<file path="config.mk">
export PLATFORM = sky130hd
export DESIGN_NAME = conv_fetch_scheduler
export DESIGN_NICKNAME = d
export VERILOG_FILES = /design/src/rtl/conv_fetch_scheduler_pkg.sv /design/src/rtl/conv_tap_counter.sv /design/src/rtl/conv_fetch_scheduler.sv
export SDC_FILE = /design/constraint.sdc
export NUM_CORES = 1
export LEC_CHECK = 0
export CAP_MARGIN = 20
export CORE_MARGIN = 2
export CORE_UTILIZATION = 26
export DETAILED_ROUTE_END_ITERATION = 6
export PLACE_DENSITY_LB_ADDON = 0.2
export SLEW_MARGIN = 20
export SYNTH_ARGS = -nofsm -noshare
export SYNTH_HDL_FRONTEND = slang
export SYNTH_HIERARCHICAL = 1
export SYNTH_SLANG_ARGS = --single-unit
</file>
<file path="constraint.sdc">
create_clock -name clk -period 7.8 [get_ports clk]
set_clock_uncertainty 0.1 [all_clocks]
set_input_delay 1.17 -clock clk [delete_from_list [all_inputs] [get_ports clk]]
set_output_delay 1.17 -clock clk [all_outputs]
set_load 0.02 [all_outputs]
</file>
<file path="src/rtl/conv_fetch_scheduler_pkg.sv">
`default_nettype none
// +----------------------------------------------------------------------+
// | Module      : conv_fetch_scheduler_pkg                               |
// | Description : Shared state encodings and default widths for the      |
// |               convolution fetch scheduler.                           |
// | Revision    : 1.0 - initial release                                  |
// +----------------------------------------------------------------------+
package conv_fetch_scheduler_pkg;

  localparam int DEF_WORD_WIDTH = 128;  // 8 lanes x 16 bit
  localparam int DEF_NUM_PIXELS = 8;    // pixels per fetch / column-group stride

  typedef enum logic [2:0] {
    S_IDLE  = 3'd0,
    S_ISSUE = 3'd1,
    S_WAIT  = 3'd2,
    S_HOLD  = 3'd3,
    S_DONE  = 3'd4
  } state_t;

endpackage
`default_nettype wire

</file>
<file path="src/rtl/conv_tap_counter.sv">
`default_nettype none
// +----------------------------------------------------------------------+
// | Module      : conv_tap_counter                                       |
// | Description : Nested kc/kr/col_group/out_row loop counters with      |
// |               multiplier-free row/column offset accumulators.        |
// | Revision    : 1.0 - initial release                                  |
// +----------------------------------------------------------------------+
module conv_tap_counter
  import conv_fetch_scheduler_pkg::*;
#(
  parameter int ADDR_WIDTH = 12,
  parameter int DIM_WIDTH  = 8,
  parameter int NUM_PIXELS = DEF_NUM_PIXELS
) (
  input  logic                  clk,
  input  logic                  rstn,
  input  logic                  i_clear,
  input  logic                  i_advance,
  input  logic [ADDR_WIDTH-1:0] i_img_width,
  input  logic [DIM_WIDTH-1:0]  i_out_rows,
  input  logic [DIM_WIDTH-1:0]  i_col_groups,
  input  logic [DIM_WIDTH-1:0]  i_kernel_size,
  output logic [ADDR_WIDTH-1:0] o_row_offset,
  output logic [ADDR_WIDTH-1:0] o_col_offset,
  output logic                  o_first_tap,
  output logic                  o_last_tap,
  output logic                  o_sweep_last
);

  localparam logic [DIM_WIDTH-1:0]  c_dim_one  = {{(DIM_WIDTH-1){1'b0}}, 1'b1};
  localparam logic [ADDR_WIDTH-1:0] c_addr_one = {{(ADDR_WIDTH-1){1'b0}}, 1'b1};
  localparam logic [ADDR_WIDTH-1:0] c_stride   = ADDR_WIDTH'(NUM_PIXELS);

  // Latched configuration; the "last" values are stored pre-decremented
  logic [ADDR_WIDTH-1:0] r_img_width;
  logic [DIM_WIDTH-1:0]  r_k_last, r_cg_last, r_row_last;
  // Loop counters
  logic [DIM_WIDTH-1:0]  r_kc, r_kr, r_cg, r_row;
  // Offset accumulators
  logic [ADDR_WIDTH-1:0] r_col_base, r_col_off, r_row_base, r_tap_row_off;

  logic w_kc_last, w_kr_last, w_cg_last, w_row_last;

  assign w_kc_last  = (r_kc  == r_k_last);
  assign w_kr_last  = (r_kr  == r_k_last);
  assign w_cg_last  = (r_cg  == r_cg_last);
  assign w_row_last = (r_row == r_row_last);

  assign o_row_offset = r_tap_row_off;
  assign o_col_offset = r_col_off;
  assign o_first_tap  = (r_kc == '0) && (r_kr == '0);
  assign o_last_tap   = w_kc_last && w_kr_last;
  assign o_sweep_last = w_kc_last && w_kr_last && w_cg_last && w_row_last;

  // Latch config on clear, then step the innermost-first loop nest on advance
  always_ff @(posedge clk or negedge rstn) begin
    if (!rstn) begin
      r_img_width   <= '0;
      r_k_last      <= '0;
      r_cg_last     <= '0;
      r_row_last    <= '0;
      r_kc          <= '0;
      r_kr          <= '0;
      r_cg          <= '0;
      r_row         <= '0;
      r_col_base    <= '0;
      r_col_off     <= '0;
      r_row_base    <= '0;
      r_tap_row_off <= '0;
    end else if (i_clear) begin
      r_img_width   <= i_img_width;
      r_k_last      <= i_kernel_size - c_dim_one;
      r_cg_last     <= i_col_groups - c_dim_one;
      r_row_last    <= i_out_rows - c_dim_one;
      r_kc          <= '0;
      r_kr          <= '0;
      r_cg          <= '0;
      r_row         <= '0;
      r_col_base    <= '0;
      r_col_off     <= '0;
      r_row_base    <= '0;
      r_tap_row_off <= '0;
    end else if (i_advance) begin
      if (!w_kc_last) begin
        r_kc      <= r_kc + c_dim_one;
        r_col_off <= r_col_off + c_addr_one;
      end else begin
        r_kc <= '0;
        if (!w_kr_last) begin
          r_kr          <= r_kr + c_dim_one;
          r_col_off     <= r_col_base;
          r_tap_row_off <= r_tap_row_off + r_img_width;
        end else begin
          r_kr <= '0;
          if (!w_cg_last) begin
            r_cg          <= r_cg + c_dim_one;
            r_col_base    <= r_col_base + c_stride;
            r_col_off     <= r_col_base + c_stride;
            r_tap_row_off <= r_row_base;
          end else begin
            r_cg          <= '0;
            r_row         <= r_row + c_dim_one;
            r_col_base    <= '0;
            r_col_off     <= '0;
            r_row_base    <= r_row_base + r_img_width;
            r_tap_row_off <= r_row_base + r_img_width;
          end
        end
      end
    end
  end

endmodule
`default_nettype wire

</file>
<file path="src/rtl/conv_fetch_scheduler.sv">
`default_nettype none
// +----------------------------------------------------------------------+
// | Module      : conv_fetch_scheduler                                   |
// | Description : Sequences per-tap fetches over a convolution sweep and |
// |               forwards fetched words to the PE array with tap flags. |
// | Revision    : 1.0 - initial release                                  |
// +----------------------------------------------------------------------+
module conv_fetch_scheduler
  import conv_fetch_scheduler_pkg::*;
#(
  parameter int ADDR_WIDTH = 12,
  parameter int DIM_WIDTH  = 8,
  parameter int WORD_WIDTH = DEF_WORD_WIDTH,
  parameter int NUM_PIXELS = DEF_NUM_PIXELS
) (
  input  logic                  clk,
  input  logic                  rstn,
  input  logic                  i_start,
  input  logic                  i_abort,
  input  logic [ADDR_WIDTH-1:0] i_base_addr,
  input  logic [ADDR_WIDTH-1:0] i_img_width,
  input  logic [DIM_WIDTH-1:0]  i_out_rows,
  input  logic [DIM_WIDTH-1:0]  i_col_groups,
  input  logic [DIM_WIDTH-1:0]  i_kernel_size,
  output logic                  o_busy,
  output logic                  o_done,
  output logic                  o_fetch_en,
  output logic                  o_fetch_start,
  output logic [ADDR_WIDTH-1:0] o_fetch_base_addr,
  output logic [ADDR_WIDTH-1:0] o_fetch_row_offset,
  output logic [ADDR_WIDTH-1:0] o_fetch_col_offset,
  input  logic                  i_fetch_done,
  input  logic [WORD_WIDTH-1:0] i_fetch_word,
  output logic                  o_pe_valid,
  input  logic                  i_pe_ready,
  output logic [WORD_WIDTH-1:0] o_pe_word,
  output logic                  o_pe_first_tap,
  output logic                  o_pe_last_tap
);

  state_t                r_state;
  logic                  r_busy, r_done, r_fetch_start, r_pe_valid;
  logic                  r_first_tap, r_last_tap;
  logic [WORD_WIDTH-1:0] r_pe_word;
  logic [ADDR_WIDTH-1:0] r_base_addr;

  logic w_accept, w_advance, w_cfg_zero;
  logic w_first_tap, w_last_tap, w_sweep_last;

  // A start is only taken from a fully idle scheduler; abort always wins
  assign w_accept   = (r_state == S_IDLE) && i_start && !r_busy && !i_abort;
  assign w_advance  = (r_state == S_HOLD) && i_pe_ready && !i_abort;
  assign w_cfg_zero = (i_out_rows == '0) || (i_col_groups == '0) || (i_kernel_size == '0);

  conv_tap_counter #(
    .ADDR_WIDTH (ADDR_WIDTH),
    .DIM_WIDTH  (DIM_WIDTH),
    .NUM_PIXELS (NUM_PIXELS)
  ) u_tap_counter (
    .clk           (clk),
    .rstn          (rstn),
    .i_clear       (w_accept),
    .i_advance     (w_advance),
    .i_img_width   (i_img_width),
    .i_out_rows    (i_out_rows),
    .i_col_groups  (i_col_groups),
    .i_kernel_size (i_kernel_size),
    .o_row_offset  (o_fetch_row_offset),
    .o_col_offset  (o_fetch_col_offset),
    .o_first_tap   (w_first_tap),
    .o_last_tap    (w_last_tap),
    .o_sweep_last  (w_sweep_last)
  );

  // Sweep FSM with registered handshake and status outputs
  always_ff @(posedge clk or negedge rstn) begin
    if (!rstn) begin
      r_state       <= S_IDLE;
      r_busy        <= 1'b0;
      r_done        <= 1'b0;
      r_fetch_start <= 1'b0;
      r_pe_valid    <= 1'b0;
      r_pe_word     <= '0;
      r_first_tap   <= 1'b0;
      r_last_tap    <= 1'b0;
      r_base_addr   <= '0;
    end else begin
      r_fetch_start <= 1'b0;
      r_done        <= 1'b0;
      // busy drops once the done pulse has been presented
      if (r_done) r_busy <= 1'b0;
      if (i_abort) begin
        r_state     <= S_IDLE;
        r_busy      <= 1'b0;
        r_pe_valid  <= 1'b0;
        r_first_tap <= 1'b0;
        r_last_tap  <= 1'b0;
      end else begin
        case (r_state)
          S_IDLE: begin
            if (w_accept) begin
              r_base_addr <= i_base_addr;
              r_busy      <= 1'b1;
              if (w_cfg_zero) begin
                r_state <= S_DONE;
              end else begin
                r_state       <= S_ISSUE;
                r_fetch_start <= 1'b1;
              end
            end
          end
          S_ISSUE: r_state <= S_WAIT;
          S_WAIT: begin
            if (i_fetch_done) begin
              r_pe_word   <= i_fetch_word;
              r_pe_valid  <= 1'b1;
              r_first_tap <= w_first_tap;
              r_last_tap  <= w_last_tap;
              r_state     <= S_HOLD;
            end
          end
          S_HOLD: begin
            if (i_pe_ready) begin
              r_pe_valid <= 1'b0;
              if (w_sweep_last) begin
                r_state <= S_DONE;
              end else begin
                r_state       <= S_ISSUE;
                r_fetch_start <= 1'b1;
              end
            end
          end
          S_DONE: begin
            r_done  <= 1'b1;
            r_state <= S_IDLE;
          end
          default: r_state <= S_IDLE;
        endcase
      end
    end
  end

  assign o_busy            = r_busy;
  assign o_done            = r_done;
  assign o_fetch_en        = r_busy;
  assign o_fetch_start     = r_fetch_start;
  assign o_fetch_base_addr = r_base_addr;
  assign o_pe_valid        = r_pe_valid;
  assign o_pe_word         = r_pe_word;
  assign o_pe_first_tap    = r_first_tap;
  assign o_pe_last_tap     = r_last_tap;

endmodule
`default_nettype wire

</file>
# Yosys cells after proc, flatten, opt, wreduce, memory -nomap -nowiden
# Cells that the tools add are included.
dict set report word_totals {
  register_bits 265
  output_inout_bits 171
}
dict set report classes {
  n_reduce_logical 34
  bitwise 1
  n_eq_ne 11
  addsub 11
  muxes 63
}
# op count
set ops {}
lappend ops {{$mux 12} 17}
lappend ops {{$mux 8} 17}
lappend ops {{$logic_not 8->1} 5}
lappend ops {{$add 8x1->8 const B} 4}
lappend ops {{$eq 8x8->1} 4}
lappend ops {{$add 12x12->12} 2}
lappend ops {{$sub 8x1->8 const B} 3}
lappend ops {{$mux 1} 20}
lappend ops {{$mux 3} 6}
lappend ops {{$reduce_and 3->1} 5}
lappend ops {{$add 12x1->12 const B} 1}
lappend ops {{$add 12x4->12 const B} 1}
lappend ops {{$pmux 3 s4} 1}
lappend ops {{$reduce_bool 2->1} 6}
lappend ops {{$logic_and 1x1->1} 9}
lappend ops {{$eq 3x2->1 const B} 2}
lappend ops {{$ne 3x3->1 const B} 2}
lappend ops {{$pmux 1 s2} 2}
lappend ops {{$reduce_and 2->1} 2}
lappend ops {{$reduce_and 4->1} 1}
lappend ops {{$eq 3x1->1 const B} 1}
lappend ops {{$eq 3x3->1 const B} 1}
lappend ops {{$logic_not 3->1} 1}
lappend ops {{$ne 3x2->1 const B} 1}
lappend ops {{4 further kinds} 6}

# Depth between registers and ports, before layout
# Gate-level depths: netlist of run 1.
dict set report logic_depth {
  depth_word 8
  depth_mapped 12
  ltp_nobuf 9
}

# By module
# Netlist of run 1, hierarchy kept.
# module instances cells_each area_each_um2
set by_module_without_submodules {}
lappend by_module_without_submodules {conv_tap_counter 1 767 7173.1}
lappend by_module_without_submodules {conv_fetch_scheduler 1 354 5758.0}

# Worst setup path before layout of run 1
# Ideal clock, no wire load.
dict set report synth_timing {
  kind {input -> register}
  start {in i_abort}
  end {reg u_tap_counter.r_img_width[10]}
  path_buffers 5
  setup_ns 0.125
  required_time_ns 7.575
  slack_ns 4.386
  stages 8
  t_arrival_ns 3.190
  cell_sequence {or4_4 > buf_6 > buf_12 > inv_1 > clkbuf_1 > clkbuf_1 > buf_1 > mux2_2}
}
dict set report synth_via {
  elab_chain_len 2
}
# item line_no
set synth_rtl {}
lappend synth_rtl {{start: declaration} conv_fetch_scheduler.sv:19} ;# input logic i_abort,
lappend synth_rtl {{$logic_not 1->1} conv_fetch_scheduler.sv:51} ;# assign w_accept = (r_state == S_IDLE) && i_start && !r_busy && !i_abort;
lappend synth_rtl {{$logic_and 1x1->1} conv_fetch_scheduler.sv:51}
lappend synth_rtl {{named net w_accept} conv_fetch_scheduler.sv:47} ;# logic w_accept, w_advance, w_cfg_zero;
lappend synth_rtl {{end signal: assignment} conv_tap_counter.sv:71} ;# r_img_width <= i_img_width;
lappend synth_rtl {{end: declaration} conv_tap_counter.sv:35} ;# logic [ADDR_WIDTH-1:0] r_img_width;
# The timed path passes the listed nets, and every way through them passes these cells.
# A chain may end at the register's enable or synchronous reset.

# Final worst setup path of run 1
dict set report layout_timing {
  start {in i_abort}
  end {reg u_tap_counter.r_cg[7]}
}
dict set report layout_via {
  elab_chain_len 4
}
# item line_no
set layout_rtl {}
lappend layout_rtl {{$logic_not 1->1} conv_fetch_scheduler.sv:52} ;# assign w_advance = (r_state == S_HOLD) && i_pe_ready && !i_abort;
lappend layout_rtl {{$logic_and 1x1->1} conv_fetch_scheduler.sv:52}
lappend layout_rtl {{named net w_advance} conv_fetch_scheduler.sv:47}
lappend layout_rtl {{$reduce_bool 2->1 (no line)} -}
lappend layout_rtl {{$reduce_and 3->1 (no line)} -}
lappend layout_rtl {{end signal: assignment} conv_tap_counter.sv:96} ;# r_cg <= r_cg + c_dim_one;
lappend layout_rtl {{end: declaration} conv_tap_counter.sv:38} ;# logic [DIM_WIDTH-1:0] r_kc, r_kr, r_cg, r_row;
# The timed path passes the listed nets, and every way through them passes these cells.

==> results of run 1 <==
==> path summary, 6_finish.rpt <==
check	slack, ns	cells after the start	startpoint	end
min in group asynchronous	0.64	1	rstn	u_tap_counter/r_k_last[7]
worst min-delay path	0.39	1	u_tap_counter/r_col_base[1]	u_tap_counter/r_col_base[1]
worst min register to register	0.39	1	u_tap_counter/r_col_base[1]	u_tap_counter/r_col_base[1]
worst max-delay path	3.80	9	i_abort	u_tap_counter/r_cg[7]
worst max register to register	4.63	7	u_tap_counter/r_k_last[7]	r_state[0]
max in group asynchronous	5.51	2	rstn	o_pe_word[55]
==> cell usage in the layout (no fill, tap or decap), types with 4 or more instances in the layout <==
master and n:
o211ai_1 7, xor2_1 52, a41oi_1 4, a221oi_1 4, nand4_1 16, nor3_1 18, ha_1 33, mux2_4 6
clkbuf_8 6, a22o_1 4, nand2_1 63, o22ai_1 7, o21ai_0 40, clkdlybuf4s50_1 351, a211oi_1 7, nor2b_1 4
a21oi_1 57, inv_1 22, a21o_1 10, nor4_1 12, and2_1 5, mux2i_1 16, clkbuf_16 36, and3_1 14
nor2_1 88, nor3b_1 9, a31oi_1 7, mux2_2 152, dfrtp_1 265, clkbuf_1 5, buf_4 11, a22oi_1 5
nand3_1 26, xnor2_1 37, nand2b_1 11, clkinv_2 9
==> sequential cells by signal (all words and copies together) (netlist names), 8 cells and up <==
name                        cells
u_tap_counter/r_cg_last         8
o_fetch_base_addr              12
u_tap_counter/r_row_last        8
u_tap_counter/r_k_last          8
u_tap_counter/r_row_base       12
u_tap_counter/o_row_offset     12
u_tap_counter/r_row             8
u_tap_counter/o_col_offset     12
u_tap_counter/r_img_width      12
u_tap_counter/r_kc              8
u_tap_counter/r_cg              8
u_tap_counter/r_col_base       12
u_tap_counter/r_kr              8
o_pe_word                     128
==> where the power goes <==
group	leakage, nW	switching, mW	internal (mW)
clock network	0.591	0.637	1.01
registers	3.32	0.285	1.85
logic	3.73	1.17	1.25
total	7.64	2.09	4.10
==> cell families (layout without fill, tap and decap cells) <==
kind of cell / Yosys count / in the layout / share of synthesized area
muxes: 174 / 174 / 0.152
xor gates and xnor gates: 89 / 89 / 0.0603
adders and majority gates: 35 / 35 / 0.0350
and+or+nand+nor: 294 / 294 / 0.116
DFF: 265 / 265 / 0.513
buffers and inverters: 79 / 449 / 0.0319
other: 0 / 2 / 0
AOI/OAI and AO/OA: 185 / 185 / 0.0923
==> Yosys cell counts, types with 10 or more instances <==
cell type	number
a21o_1	10
a21oi_1	57
and3_1	14
buf_4	20
clkbuf_1	21
dfrtp_1	265
ha_1	33
inv_1	23
mux2_2	152
mux2i_1	16
nand2_1	63
nand2b_1	11
nand3_1	26
nand4_1	16
nor2_1	88
nor3_1	19
nor4_1	12
o21ai_0	40
xnor2_1	37
xor2_1	52
==> through the flow <==
stage	total power [mW]	hold WS (ns)	cell area (sq um)
finish	6.19	0.390	18200
CTS	6.31	0.396	18200
global route	6.57	0.404	18200
global placement	4.58	0.383	17100
detailed placement	4.61	0.382	17100
floorplan	3.42	0.354	12900
==> metal layers <==
metal / vias to the layer above / global-route usage / share of wire
li1: 4717 / - / -
met1: 4836 / 0.179 / 0.41
met2: 274 / 0.252 / 0.48
met3: 59 / 0.0421 / 0.078
met4: 4 / 0.0458 / 0.023
met5: - / 0 / 0.00083
==> cell type report <==
class	instances	share of cell area
antenna	2	0.000274
timing repair buffer	363	0.198
clock buffer	47	0.0549
inverter	23	0.00480
tap	664	0.0455
clock inverter	16	0.00994
multi-input combinational	777	0.323
sequential	265	0.363
==> impl_metrics.json, run 1 <==
{
  "status": "complete, no violations",
  "cp_max_fo": 22,
  "cp.arrival_ns": 4.29,
  "crit_chain": "clkdlybuf4s50_1 > or2_2 > nor3_2 > buf_4 > and4_1 > a21oi_2 > nor3_1 > xnor2_1 > nor2_1",
  "slew_headroom": 0.405,
  "cts_max_path_buffers": 3,
  "post_cts_buffers": 0,
  "crit_buf_inv": 2,
  "synth_edf_count": 0,
  "yosysWarningCount": 6,
  "synth_cell_types": 73,
  "rows": 81,
  "grt_pass1_vias": 10000,
  "place_inst": 2092,
  "register_area_sq_mm": 0.00663,
  "routabilityCongestion": 0.784,
  "drt_iter0_drc": 406,
  "maxCapViolCount": 0,
  "cts_hold_buf": 0,
  "synth_area_leaders": "dfrtp_1 (51%), mux2_2 (13%), xor2_1 (3.5%)",
  "ios": 353,
  "area_delta_synth_final_pct": 41.1,
  "tns_ns": 0,
  "async_flop_share": 1.00,
  "instances_no_fill": 2157,
  "drc": 0,
  "root_buffer": "clkbuf_16",
  "fmaxAchievable_mhz": 250,
  "multi_input_area_sq_mm": 0.00590,
  "crit_family": "simple AND/OR/NAND/NOR gates",
  "yosysTopAreaCellShare": 0.513,
  "totalWireLength_um": 38700,
  "cts_tree": "built",
  "setup.worst_path.start_class": "input pin",
  "worst_pin_slew_ns": 0.892,
  "drt-pass1-iter-count": 4,
  "slowest_stage": "and4_1",
  "synth_area_per_cell_sq_um": 11.5,
  "max_stage_delay_ns": 0.80,
  "avgViaCountPerCell": 4.59,
  "p_leak_nw": 7.64,
  "grt_pass1_wl_um": 58900,
  "antenna_found_initial": 3,
  "grt_max_degree": 114,
  "ys_seq_area_frac": 0.513,
  "coreArea_sq_mm": 0.0491,
  "die_w_um": 227,
  "wl_per_cell_um": 18.0,
  "antenna_left": 0,
  "initial_core_util": 0.264,
  "h-tree-depth": 2,
  "dieArea_sq_mm": 0.0515,
  "hold_violations": 0,
  "cts_made_buffers": 35,
  "clk_transition_reported_paths_ns": 0.05,
  "cts.repair.resized": 0,
  "fillers": 4946,
  "grt_usage": 0.147,
  "timing.final.ws_setup_ns": 3.80,
  "pre_cts_slack_ns": 3.26,
  "port_buffers": 352,
  "crit_path_end_kind": "flip-flop",
  "crit_type": "in2reg",
  "clkLatencyLatePin_ns": 0.54,
  "fin_util": 0.372,
  "min_path_type": "reg2reg",
  "dpl.hpwl_um": 28500,
  "yosys_most_used_dff": "dfrtp_1",
  "clock_sink_count": 265,
  "peakVddDrop_uv": 170,
  "grt-ovfl-total": 0,
  "num_vias": 9890,
  "rsz0062_at_grt": "false",
  "cellPowerDensity_mw_per_mm2": 339,
  "layout.nets": 1682,
  "syn-num-nets": 1338,
  "netlist_instances": 1121,
  "syn_area_sq_mm": 0.0129,
  "crit_required_ns": 8.09,
  "yosys.area.top_type": "dfrtp_1",
  "setup_viol": 0,
  "period_needed_ns": 4.00,
  "slew_viol_final": 0,
  "die_y_um": 227,
  "synth-seq-cells": 265,
  "fin_crit_sh": 0.513,
  "drive_gt1_frac": 0.169
}
(Power assumes the default switching activity.)
==> run 2: changes to the inputs <==
==> constraint.sdc (replaced) <==
create_clock -name clk -period 3.79 [get_ports clk]
set_clock_uncertainty 0.1 [all_clocks]
set_input_delay 0.5685 -clock clk [delete_from_list [all_inputs] [get_ports clk]]
set_output_delay 0.5685 -clock clk [all_outputs]
set_load 0.02 [all_outputs]
==> impl_metrics.json, run 2 (synthesis gave the netlist of run 1 again) <==
{
  "antenna_left": 0,
  "cts_tree": "built",
  "die_w_um": 227,
  "port_buffers": 352,
  "drt-pass1-iter-count": 6,
  "coreArea_sq_mm": 0.0491,
  "grt-busiest-layer": "met2",
  "drt_iter0_drc": 506,
  "r2r_cells": 8,
  "fin_total_pwr_mw": 12.3,
  "fmaxAchievable_mhz": 347,
  "ios": 353,
  "clk_transition_reported_paths_ns": 0.06,
  "fin_crit_sh": 0.761,
  "layout.nets": 1692,
  "status": "complete, no violations",
  "initial_core_util": 0.264,
  "maxCapViolCount": 0,
  "die_y_um": 227,
  "grt-ovfl-total": 0,
  "layout_common_cells": "clkdlybuf4s50_1 (351), dfrtp_1 (265), mux2_2 (152), nor2_1 (88), nand2_1 (63)",
  "crit_type": "reg2reg",
  "grt_pass1_vias": 10000,
  "cp.arrival_ns": 3.22,
  "routabilityCongestion": 0.782,
  "grt_pass1_wl_um": 58300,
  "post_cts_buffers": 0,
  "drive_gt1_frac": 0.172,
  "totalWireLength_um": 38400,
  "area_delta_synth_final_pct": 41.1,
  "crit_required_ns": 4.13,
  "grt_usage": 0.144,
  "hold_violations": 0,
  "h-tree-depth": 1,
  "avgViaCountPerCell": 4.57,
  "layout_commonest_cell": "clkdlybuf4s50_1",
  "cts_max_path_buffers": 3,
  "grt_max_degree": 93,
  "largest_reg_flops": 128,
  "holdPathStages": 1,
  "worst_pin_slew_ns": 0.790,
  "wl_per_cell_um": 17.7,
  "slew_viol_final": 0,
  "dieArea_sq_mm": 0.0515,
  "cts_made_buffers": 31,
  "p_leak_nw": 7.65,
  "root_buffer": "clkbuf_16",
  "min_path_type": "reg2reg",
  "clock_sink_count": 265,
  "num_vias": 9881,
  "slew_headroom": 0.474,
  "met1_usage": 0.176,
  "tns_ns": 0,
  "met2_usage": 0.251,
  "period_needed_ns": 2.89,
  "grtUsageMet3": 0.0377,
  "cellPowerDensity_mw_per_mm2": 677,
  "rows": 81,
  "crit_path_end_kind": "flip-flop",
  "cp_max_fo": 41,
  "clkLatencyLatePin_ns": 0.59,
  "rsz0062_at_grt": "false",
  "setup_viol": 0,
  "peakVddDrop_uv": 389,
  "setup.worst_path.start_class": "flip-flop",
  "dpl.hpwl_um": 28700,
  "fillers": 4934,
  "drc": 0,
  "antenna_found_initial": 3
}
run 2: changes by cell type in the layout (fill, tap and decap cells not counted), sizes merged:
cell,delta
bufinv,-2
dlygate4sd3,+1
clkbuf,-3
clkinv,-1
inv,-1
buf,+13
diode,-1
run 2: layout make-up:
cell class | instances | area, sq um | area share
antenna | 1 | 2.50 | 0.000137
clock buffer | 44 | 905 | 0.0496
clock inverter | 12 | 104 | 0.00569
inverter | 23 | 87.6 | 0.00480
multi-input combinational | 777 | 5900 | 0.323
sequential | 265 | 6630 | 0.364
tap | 664 | 831 | 0.0455
timing repair buffer | 377 | 3780 | 0.207
run 2: metrics by stage:
stage               utilization  cell area (sq um)  setup WS, ns  hold slack [ns]  cells
finish                    0.372              18200         0.905            0.403   2163
floorplan                     -              12900         0.848            0.173   1121
detailed placement        0.351              17200         0.506            0.382   2105
global route              0.372              18200         0.564            0.415   2162
global placement          0.351              17200         0.533            0.385   2105
CTS                       0.372              18200         0.883            0.406   2162
run 2: final timing paths:
path,start,end,slack (ns)
worst max-delay path,r_state[0],u_tap_counter/r_col_base[9],0.90
worst min-delay path,o_pe_word[7],o_pe_word[7],0.40
worst max register to register,r_state[0],u_tap_counter/r_col_base[9],0.90
worst min register to register,o_pe_word[7],o_pe_word[7],0.40
max in group asynchronous,rstn,u_tap_counter/r_col_base[5],2.22
min in group asynchronous,rstn,u_tap_counter/r_cg_last[6],0.51
run 2: repair_timing:
item	in CTS	in global routing
hold buffers	1	0
endpoints found under the hold margin	87	0
gates resized for setup	0	0
run 2: power by group:
part / leakage, nW / switching [mW] / internal (mW)
clock network: 0.509 / 1.24 / 1.72
logic: 3.82 / 2.40 / 2.59
registers: 3.32 / 0.596 / 3.80
run 2: worst max-delay path, cell delays in order, from the launching register on:
cell      delay [ns]
dfrtp_1         0.47
or2_4           0.30
or4_4           0.64
clkinv_2        0.17
buf_12          0.24
a211o_1         0.45
nor2b_1         0.08
o21ai_0         0.16
o31ai_1         0.10
run 2: routing by layer:
layer	routed length (um)	up-vias
li1	-	4719
met1	15700	4807
met2	18600	296
met3	3120	55
met4	877	4
met5	34	-
==> run 3: changes to the inputs <==
==> constraint.sdc (replaced) <==
create_clock -name clk -period 2.7 [get_ports clk]
set_clock_uncertainty 0.1 [all_clocks]
set_input_delay 0.405 -clock clk [delete_from_list [all_inputs] [get_ports clk]]
set_output_delay 0.405 -clock clk [all_outputs]
set_load 0.02 [all_outputs]
==> impl_metrics.json, run 3 (synthesis gave the netlist of run 1 again) <==
{
  "crit_type": "reg2reg",
  "place_inst": 2155,
  "cts_made_buffers": 34,
  "instances_no_fill": 2214,
  "die_w_um": 227,
  "totalWireLength_um": 39500,
  "cp.arrival_ns": 2.92,
  "fin_total_pwr_mw": 17.8,
  "fin_crit_sh": 0.965,
  "clk_transition_reported_paths_ns": 0.06,
  "grt_max_degree": 64,
  "dieArea_sq_mm": 0.0515,
  "drc": 0,
  "grt_usage": 0.150,
  "root_buffer": "clkbuf_16",
  "cellPowerDensity_mw_per_mm2": 948,
  "drt_iter0_drc": 415,
  "routabilityCongestion": 0.804,
  "period_needed_ns": 2.60,
  "peakVddDrop_uv": 511,
  "pre_cts_slack_ns": -0.0631,
  "ios": 353,
  "grt_pass1_vias": 10300,
  "layout_common_cells": "clkdlybuf4s50_1 (351), dfrtp_1 (265), mux2_2 (152), nor2_1 (88), nand2_1 (63)",
  "antenna_left": 0,
  "post_cts_buffers": 0,
  "area_delta_synth_final_pct": 45.6,
  "avgViaCountPerCell": 4.55,
  "maxCapViolCount": 0,
  "grt-ovfl-total": 0,
  "min_path_type": "in2async",
  "coreArea_sq_mm": 0.0491,
  "cts_max_path_buffers": 3,
  "die_y_um": 227,
  "setup.worst_path.start_class": "flip-flop",
  "crit_path_end_kind": "flip-flop",
  "cts_tree": "built",
  "diodes": 0,
  "cp_max_fo": 3,
  "setup_viol": 0,
  "port_buffers": 352,
  "clock_sink_count": 265,
  "crit_required_ns": 3.02,
  "slew_headroom": 0.620,
  "status": "complete, no violations",
  "timing.final.ws_setup_ns": 0.0954,
  "rsz0062_at_grt": "false",
  "clkLatencyLatePin_ns": 0.54,
  "initial_core_util": 0.264,
  "p_leak_nw": 7.97,
  "layout_commonest_cell": "clkdlybuf4s50_1",
  "wl_per_cell_um": 17.8,
  "dpl.hpwl_um": 30200,
  "grt_pass1_wl_um": 60200,
  "num_vias": 10100,
  "fmaxAchievable_mhz": 384,
  "slew_viol_final": 0,
  "largest_reg_flops": 128,
  "worst_pin_slew_ns": 0.565,
  "reg2reg_slack_ns": 0.1,
  "h-tree-depth": 2,
  "rows": 81,
  "layout.nets": 1745,
  "antenna_found_initial": 2,
  "tns_ns": 0,
  "drt-pass1-iter-count": 5,
  "drive_gt1_frac": 0.201,
  "hold_violations": 0
}
==> run 3: layout make-up <==
| class | count | area, sq um |
|---|---|---|
| inverters | 23 | 87.6 |
| repair buffers | 427 | 4240 |
| clock inverters | 9 | 125 |
| well taps | 664 | 831 |
| clock buffers | 49 | 997 |
| fillers | 4833 | 30200 |
| flip-flops and latches | 265 | 6630 |
| multi-input cells | 777 | 5920 |
==> run 3: final timing paths <==
| check | from | to | cells past startpoint |
|---|---|---|---|
| setup / recovery | u_tap_counter/r_img_width[0] | u_tap_counter/o_row_offset[10] | 9 |
| hold / removal | rstn | u_tap_counter/r_row[7] | 2 |
| setup reg to reg | u_tap_counter/r_img_width[0] | u_tap_counter/o_row_offset[10] | 9 |
| hold reg to reg | u_tap_counter/r_col_base[1] | u_tap_counter/r_col_base[1] | 1 |
| max in group asynchronous | rstn | o_pe_word[66] | 3 |
| min in group clk | i_fetch_word[30] | o_pe_word[30] | 2 |
==> run 3: where the power goes <==
group	switching, mW	total, mW	internal [mW]
Sequential	0.843	6.18	5.34
Clock	1.80	4.49	2.69
Combinational	3.44	7.17	3.74
==> run 3: critical path: stages, from the launching register on <==
cell,delay [ns]
dfrtp_1,0.39
ha_1,0.24
fa_1,0.43
a21oi_1,0.20
o21ai_0,0.12
a21oi_1,0.21
o21bai_1,0.16
a41oi_2,0.24
xnor2_1,0.11
a211o_1,0.29
==> run 3: routing by layer <==
layer | GRT usage | vias up | wire length [um]
li1 | - | 4827 | -
met1 | 0.178 | 4923 | 15900
met2 | 0.268 | 283 | 20100
met3 | 0.0364 | 47 | 2770
met4 | 0.0426 | 4 | 740
met5 | 0 | - | 34
==> run 3: per-stage QoR <==
step / hold slack, ns / util / instance area [sq um]
after detailed placement: 0.309 / 0.360 / 17700
after CTS: 0.325 / 0.384 / 18800
final: 0.327 / 0.384 / 18800
after floorplan: 0.00941 / - / 13000
after global placement: 0.303 / 0.360 / 17700
after global routing: 0.348 / 0.384 / 18800
==> run 3: what timing repair did <==
action / 4_1_cts / 5_1_grt
endpoints found under the setup margin: 0 / 4
gates resized for setup: 0 / 6
hold buffers: 1 / 0
endpoints found under the hold margin: 59 / 0
